## src/rtl/scan_seq_ctrl.sv

```systemverilog
`default_nettype none
// +----------------------------------------------------------------------+
// | Module  : scan_seq_ctrl                                              |
// | Brief   : Sequences ADPLL lock qualification, scan runs and retries. |
// | Rev     : 1.0  initial release                                       |
// +----------------------------------------------------------------------+
module scan_seq_ctrl #(
  parameter int RETRY_MAX  = 3,
  parameter int GAP_CYCLES = 4
) (
  input  logic        clk,
  input  logic        rst_n,
  input  logic        start,
  input  logic        abort,
  input  logic        adpll_lock,
  input  logic        scan_done,
  input  logic [19:0] cfg_scan_num,
  input  logic [3:0]  cfg_runs,
  input  logic [7:0]  cfg_lock_cycles,
  input  logic [15:0] cfg_timeout,
  output logic        scan_en,
  output logic [19:0] scan_num,
  output logic [3:0]  run_idx,
  output logic [1:0]  retry_cnt,
  output logic        busy,
  output logic        done,
  output logic        error,
  output logic [1:0]  err_code
);

  typedef enum logic [2:0] {
    S_IDLE      = 3'd0,
    S_WAIT_LOCK = 3'd1,
    S_SCAN      = 3'd2,
    S_GAP       = 3'd3,
    S_DONE      = 3'd4,
    S_ERROR     = 3'd5
  } state_t;

  localparam logic [15:0] C_GAP_LAST = 16'(GAP_CYCLES - 1);

  state_t      r_state, w_state_nxt;
  logic        r_scan_en;
  logic [19:0] r_scan_num;
  logic [3:0]  r_cfg_runs;
  logic [7:0]  r_cfg_lock;
  logic [15:0] r_cfg_tmo;
  logic [7:0]  r_lock_cnt, w_lock_nxt, w_lock_inc;
  logic [15:0] r_tmo, w_tmo_nxt, w_tmo_inc;
  logic [15:0] r_gap, w_gap_nxt;
  logic [3:0]  r_run, w_run_nxt, w_run_inc;
  logic [7:0]  r_retry, w_retry_nxt, w_retry_inc;
  logic [1:0]  r_err, w_err_nxt;
  logic        w_latch;
  logic        w_can_start;
  logic        w_locked;

  always_ff @(posedge clk or negedge rst_n) begin
    if (!rst_n) begin
      r_state    <= S_IDLE;
      r_scan_en  <= 1'b0;
      r_scan_num <= '0;
      r_cfg_runs <= '0;
      r_cfg_lock <= '0;
      r_cfg_tmo  <= '0;
      r_lock_cnt <= '0;
      r_tmo      <= '0;
      r_gap      <= '0;
      r_run      <= '0;
      r_retry    <= '0;
      r_err      <= '0;
    end else begin
      r_state    <= w_state_nxt;
      r_scan_en  <= (w_state_nxt == S_SCAN);
      r_lock_cnt <= w_lock_nxt;
      r_tmo      <= w_tmo_nxt;
      r_gap      <= w_gap_nxt;
      r_run      <= w_run_nxt;
      r_retry    <= w_retry_nxt;
      r_err      <= w_err_nxt;
      if (w_latch) begin
        r_scan_num <= cfg_scan_num;
        r_cfg_runs <= cfg_runs;
        r_cfg_lock <= cfg_lock_cycles;
        r_cfg_tmo  <= cfg_timeout;
      end
    end
  end

  always_comb begin
    w_state_nxt = r_state;
    w_lock_nxt  = r_lock_cnt;
    w_tmo_nxt   = r_tmo;
    w_gap_nxt   = r_gap;
    w_run_nxt   = r_run;
    w_retry_nxt = r_retry;
    w_err_nxt   = r_err;
    w_latch     = 1'b0;
    w_lock_inc  = (r_lock_cnt == 8'hFF) ? 8'hFF : r_lock_cnt + 8'd1;
    w_tmo_inc   = r_tmo + 16'd1;
    w_run_inc   = r_run + 4'd1;
    w_retry_inc = r_retry + 8'd1;
    w_can_start = (r_state == S_IDLE) || (r_state == S_DONE) || (r_state == S_ERROR);
    // A zero lock requirement qualifies on the first high sample; otherwise
    // the registered run length must already have reached the target.
    w_locked    = (r_cfg_lock == 8'd0) ? adpll_lock : (r_lock_cnt == r_cfg_lock);

    if (abort) begin
      w_state_nxt = S_IDLE;
    end else if (start && w_can_start) begin
      w_latch     = 1'b1;
      w_run_nxt   = '0;
      w_retry_nxt = '0;
      w_err_nxt   = 2'd0;
      w_tmo_nxt   = '0;
      w_lock_nxt  = '0;
      w_state_nxt = (cfg_runs == 4'd0) ? S_DONE : S_WAIT_LOCK;
    end else begin
      case (r_state)
        S_WAIT_LOCK: begin
          w_tmo_nxt  = w_tmo_inc;
          w_lock_nxt = adpll_lock ? w_lock_inc : 8'd0;
          if (w_locked) begin
            w_state_nxt = S_SCAN;
          end else if ((r_cfg_tmo != 16'd0) && (w_tmo_inc == r_cfg_tmo)) begin
            w_state_nxt = S_ERROR;
            w_err_nxt   = 2'd1;
          end
        end
        S_SCAN: begin
          // scan_done wins over a simultaneous lock loss
          if (scan_done) begin
            w_run_nxt = w_run_inc;
            if (w_run_inc == r_cfg_runs) begin
              w_state_nxt = S_DONE;
            end else if (GAP_CYCLES == 0) begin
              w_state_nxt = S_WAIT_LOCK;
              w_tmo_nxt   = '0;
              w_lock_nxt  = '0;
            end else begin
              w_state_nxt = S_GAP;
              w_gap_nxt   = '0;
            end
          end else if (!adpll_lock) begin
            if (int'(w_retry_inc) > RETRY_MAX) begin
              w_state_nxt = S_ERROR;
              w_err_nxt   = 2'd2;
            end else begin
              w_retry_nxt = w_retry_inc;
              w_state_nxt = S_WAIT_LOCK;
              w_tmo_nxt   = '0;
              w_lock_nxt  = '0;
            end
          end
        end
        S_GAP: begin
          if (r_gap == C_GAP_LAST) begin
            w_state_nxt = S_WAIT_LOCK;
            w_tmo_nxt   = '0;
            w_lock_nxt  = '0;
          end else begin
            w_gap_nxt = r_gap + 16'd1;
          end
        end
        default: begin
        end
      endcase
    end
  end

  assign scan_en   = r_scan_en;
  assign scan_num  = r_scan_num;
  assign run_idx   = r_run;
  assign retry_cnt = (r_retry > 8'd3) ? 2'd3 : r_retry[1:0];
  assign busy      = (r_state == S_WAIT_LOCK) || (r_state == S_SCAN) || (r_state == S_GAP);
  assign done      = (r_state == S_DONE);
  assign error     = (r_state == S_ERROR);
  assign err_code  = r_err;

endmodule
`default_nettype wire

```

## config.mk

```make
export PLATFORM = sky130hd
export DESIGN_NAME = scan_seq_ctrl
export DESIGN_NICKNAME = d
export VERILOG_FILES = /design/src/rtl/scan_seq_ctrl.sv
export SDC_FILE = /design/constraint.sdc
export NUM_CORES = 1
export LEC_CHECK = 0
export BUFFER_PORTS_ARGS = -buffer_cell sky130_fd_sc_hd__buf_2
export CAP_MARGIN = 10
export CORE_MARGIN = 1
export CORE_UTILIZATION = 59
export CTS_BUF_LIST = sky130_fd_sc_hd__clkbuf_8
export CTS_CLUSTER_SIZE = 25
export DETAILED_ROUTE_END_ITERATION = 16
export GPL_ROUTABILITY_DRIVEN = 0
export PLACE_DENSITY_LB_ADDON = 0.25
export SLEW_MARGIN = 10
export SYNTH_ARGS = -nofsm -noshare
export SYNTH_HDL_FRONTEND = slang
export SYNTH_SLANG_ARGS = --single-unit
```

## constraint.sdc

```tcl
create_clock -name clk -period 2.87 [get_ports clk]
set_input_delay 0 -clock clk [delete_from_list [all_inputs] [get_ports clk]]
set_output_delay 0 -clock clk [all_outputs]
set_load 0.02 [all_outputs]
```

==> results of run 1 <==
-- power breakdown --
part	switching [W]	leakage, nW	total [W]	internal (W)
logic	0.00120	1.57	0.00224	0.00104
clock network	0.000558	0.114	0.00107	0.000510
registers	0.000466	1.36	0.00239	0.00192
-- worst reg2reg max path, cell delays in order (launching register included) --
cell and delay [ns]:
dfrtp_1 0.49, ha_1 0.26, nand3_1 0.31, nor4_4 0.42, xnor2_1 0.13, a2111oi_2 0.27, and4_1 0.33, o21ai_0 0.12
o22a_1 0.20
-- layout make-up --
class                   instances  area [µm²]  share of cell area [%]
well taps                     129       161.4                   2.334
inverters                       9       33.78                  0.4885
multi-input cells             424        2853                   41.25
flip-flops and latches        106        2653                   38.36
clock inverters                 7       107.6                   1.556
repair buffers                139       983.4                   14.22
clock buffers                   9       123.9                   1.791
-- kinds of logic after synthesis --
kind of cell	synth area share [%]
buffers and inverters	2.554
AOI/OAI and AO/OA	13.61
muxes	9.993
and+or+nand+nor	19.12
DFF	47.08
xor gates and xnor gates	6.307
adders and majority gates	1.332
-- cell usage after synthesis, drive strengths merged (2+ instances only) --
master	count
a211o	4
a211oi	3
a21oi	19
a31oi	9
a41oi	2
and2	6
and3	8
and3b	2
and4	4
buf	7
clkbuf	17
dfrtp	106
ha	6
inv	9
mux2	50
nand2	45
nand2b	5
nand3	20
nand3b	3
nand4	14
nor2	57
nor2b	7
nor3	11
nor3b	3
nor4	13
o21ai	58
o22a	7
o31ai	8
or3	3
xnor2	32
xor2	6
-- registers in the layout (all words and copies together), names as in the netlist --
name / count
r_lock_cnt: 8
r_retry: 8
scan_en: 1
r_cfg_lock: 8
err_code: 2
r_gap: 16
scan_num: 20
r_cfg_runs: 4
r_tmo: 16
r_cfg_tmo: 16
run_idx: 4
r_state: 3
-- final timing paths --
check | depth (start not counted) | from | end | slack [ns]
worst max-delay path | 8 | r_tmo[0] | err_code[1] | 0.22
worst min-delay path | 3 | scan_done | run_idx[3] | 0.02
worst max register to register | 8 | r_tmo[0] | err_code[1] | 0.22
worst min register to register | 1 | err_code[1] | err_code[1] | 0.49
max in group asynchronous | 3 | rst_n | r_tmo[10] | 1.90
min in group asynchronous | 2 | rst_n | scan_num[3] | 0.24
-- routing by layer --
layer / vias to the layer above / part of all wire (%) / GRT usage [%]
met2: 146 / 52 / 51.83
met4: 0 / 1.8 / 8.484
li1: 2282 / - / -
met5: - / 0 / 0
met1: 2375 / 41 / 35.52
met3: 18 / 4.8 / 4.849
-- per-stage QoR --
step,total power (W),cells,hold slack (ns)
after floorplan,0.003913,563,-0.2956
after global placement,0.004449,757,0.1146
after detailed placement,0.004548,757,0.1373
after CTS,0.005659,823,0.007160
after global routing,0.006006,823,0.04376
final,0.005695,823,0.02449
-- what timing repair did --
action                                 in CTS  in global routing
setup endpoints to repair                   0                  9
resized for setup                           0                  1
buffers inserted                            0                  0
endpoints found under the hold margin     110                  0
hold buffers                               50                  0
==> out/metrics.yaml, run 1 <==
outcome: "finished, final reports clean"
tns_ns: 0
cap_violations: 0
pre_cts_slack_ns: 0.1862
ys_seq_area_share_pct: 47.08
max_freq_mhz: 377.9
max_stage_delay_ns: 0.49
drt-vias-per-instance: 5.858
timing.final.ws_setup_ns: 0.2235
endpoint_kind: "flop"
core-area_um2: 9240
dieWidth_um: 99.72
dieArea_um2: 9944
drv_slew: 0
cts-root-buf: "clkbuf_8"
synthTopCellsByArea: "dfrtp_1 47%, mux2_2 10%, xnor2_1 5.0%"
crit_chain: "ha_1 -> nand3_1 -> nor4_4 -> xnor2_1 -> a2111oi_2 -> and4_1 -> o21ai_0 -> o22a_1"
layout_common_cells: "106 x dfrtp_1, 84 x buf_2, 56 x nor2_1"
min_path_type: "in2reg"
vias: 4821
rsz0062_at_grt: "no"
drc: 0
antenna_cells: 0
yosysWarnings: 0
fill_cells: 631
track_usage_pct: 28.82
layout_min_cycle_time_ns: 2.646
slew_headroom_pct: 46.71
antenna_found_initial: 0
cts_max_path_buffers: 2
synthDominantCellAreaShare_pct: 47.08
syn_area_um2: 5634
grt_max_degree: 62
synth_cell_types: 61
ys.flop_type: "dfrtp_1"
cpMaxStageDelayCell: "dfrtp_1"
drt_iter0_markers: 261
critical_path_class: "reg2reg"
numCtsBuffers: 9
portBuffers: 85
insertion_delay_ns: 0.39
synth_seq_cells: 106
async_flop_share_pct: 100.0
power_density_nw_per_um2: 823.6
arrival_ns: 2.93
first_global_vias: 4794
final_nets: 749
crit_buf_inv: 0
utilization_pct: 74.84
setup_viol: 0
dpl_cell_area_um2: 6180
overflow: 0
start_util_pct: 60.97
path_max_fanout: 7
netlist_instances: 563
synth_nets: 623
peakVddDrop_mv: 0.5230
yosys.area.top_type: "dfrtp_1"
synthToLayoutAreaGrowth_pct: 22.74
power_leakage_nw: 3.053
ios: 86
synth_edf_count: 0
postSynthAreaPerCell_um2: 10.01
clk_pin_slew_ns: 0.12
drive_above_1_share_pct: 24.50
wl_per_cell_um: 16.39
timing.final.crit_share_pct: 92.21
hold_viol_final: 0
grt_pass1_wl_mm: 22.60
rows: 35
fin_worst_skew_ns: 0.01989
worstPathRequired_ns: 3.15
dp_hpwl_mm: 8.797
final_common_cell: "dfrtp_1"
drtPass1Iterations: 5
tritoncts: "built"
cp_top_family: "simple AND/OR/NAND/NOR gates"
die_y_um: 99.72
start_kind: "flop"
cts_htree_levels: 3
wirelength_mm: 13.49
finalInstanceArea_um2: 6915
worst_pin_slew_ns: 0.7994
ant_nets: 0
clock-sinks: 106
Power figures use the tool's default switching activity.
==> run 2, diff against run 1 <==
- CTS_CLUSTER_DIAMETER: default -> 100
- REMOVE_ABC_BUFFERS: default -> 1
==> out/metrics.yaml, run 2 (synthesized netlist as in run 1, its figures left out) <==
outcome: "finished, final reports clean"
whs_ns: 0.07404
grt_pass1_wl_mm: 22.22
hold_path_depth: 4
hold_start: "adpll_lock"
power_leakage_nw: 3.043
cap_violations: 0
final_nets: 750
timing.final.crit_share_pct: 89.55
numCtsBuffers: 9
rrSetupSlack_ns: 0.30
rsz0062_at_grt: "no"
largest_reg_flops: 20
rows: 35
reg2reg_to: "r_gap[11]"
track_usage_pct: 28.09
whs_endpoint: "r_state[0]"
dieWidth_um: 99.72
critical_path_class: "reg2reg"
r2r-start: "r_state[1]"
drc: 0
fill_cells: 665
endpoint_kind: "flop"
dp_hpwl_mm: 8.507
antenna_cells: 0
utilization_pct: 74.57
p_total_w: 0.005492
placed_cells: 757
cts-root-buf: "clkbuf_8"
grt_max_degree: 61
dpl_cell_area_um2: 6180
setup.worst_path.start: "r_state[1]"
layout_common_cells: "106 x dfrtp_1, 84 x buf_2, 56 x nor2_1"
clock-sinks: 106
reg2reg_depth: 7
clk_pin_slew_ns: 0.11
power_density_nw_per_um2: 797.0
min_path_type: "in2reg"
dieArea_um2: 9944
layout_min_cycle_time_ns: 2.570
overflow: 0
first_global_vias: 4750
die_y_um: 99.72
drive_above_1_share_pct: 24.46
insertion_delay_ns: 0.39
cts_max_path_buffers: 2
peakVddDrop_mv: 0.5311
final_cell_count_no_fill: 824
synthToLayoutAreaGrowth_pct: 22.30
start_kind: "flop"
worstPathRequired_ns: 3.18
portBuffers: 85
drt-vias-per-instance: 5.857
finalInstanceArea_um2: 6890
final_common_cell: "dfrtp_1"
ios: 86
cts_htree_levels: 3
wirelength_mm: 13.02
worst_pin_slew_ns: 0.7792
vias: 4826
start_util_pct: 60.97
hold_viol_final: 0
path_max_fanout: 14
arrival_ns: 2.88
setup_viol: 0
drv_slew: 0
wl_per_cell_um: 15.80
antenna_found_initial: 0
core-area_um2: 9240
max_freq_mhz: 389.1
ant_nets: 0
fin_worst_skew_ns: 0.01241
drt_iter0_markers: 243
slew_headroom_pct: 48.05
drtPass1Iterations: 7
tritoncts: "built"
-- run 2: changes by cell type in the layout (fill, tap and decap cells not counted), sizes merged --
| cell | before | now |
|---|---|---|
| clkinv | 0 | 3 |
| clkinvlp | 1 | 0 |
| dlygate4sd3 | 50 | 51 |
| bufinv | 2 | 0 |
-- run 2: cell type report --
cell class                      count  area (µm²)  area share (%)
Multi-Input combinational cell    424        2853           41.40
Clock buffer                        9       123.9           1.798
Tap cell                          129       161.4           2.342
Clock inverter                      7       72.57           1.053
Inverter                            9       33.78          0.4903
Sequential cell                   106        2653           38.50
Timing Repair Buffer              140       993.5           14.42
-- run 2: worst max-delay path by stage --
| stage | to | slack [ns] | depth (start not counted) |
|---|---|---|---|
| after detailed placement | r_gap[15] | 0.24 | 6 |
| final | r_gap[11] | 0.30 | 7 |
| after global placement | r_gap[12] | 0.30 | 6 |
| after global routing | r_gap[9] | 0.05 | 7 |
| after CTS | r_gap[3] | 0.18 | 6 |
| after floorplan | run_idx[2] | -0.70 | 6 |
-- run 2: per-stage QoR --
stage	setup TNS, ns	worst slack, ns
2_1_floorplan	-28.69	-0.7004
3_3_place_gp	0	0.2994
3_5_place_dp	0	0.2404
4_1_cts	0	0.1811
5_1_grt	0	0.05013
6_report	0	0.3000
-- run 2: routing by layer --
layer / vias to the layer above / part of all wire [%] / wire length (µm) / GRT usage [%]
met4: 0 / 1.7 / 227 / 10.41
met2: 172 / 50 / 6531 / 47.00
met1: 2351 / 43 / 5561 / 36.30
met3: 21 / 5.4 / 700 / 5.552
met5: - / 0 / 0 / 0
li1: 2282 / - / - / -
-- run 2: worst max-delay path, cell delays in order, from the launching register on --
cell     delay (ns)
dfrtp_1        0.60
nor2b_1        0.32
nand2_1        0.12
a31oi_1        0.40
nand3_1        0.37
nor2_1         0.42
nand4_1        0.14
o21ai_1        0.13
-- run 2: timing repair --
item | 4_1_cts | 5_1_grt
resized for setup | 0 | 1
hold buffers | 51 | 0
setup endpoints to repair | 0 | 15
buffers inserted | 0 | 0
hold endpoints to repair | 111 | 0
-- run 2: where the power goes --
group	switching [W]	internal, W
Sequential	0.000448	0.00192
Clock	0.000568	0.000341
Combinational	0.00117	0.00104
Total	0.00219	0.00330
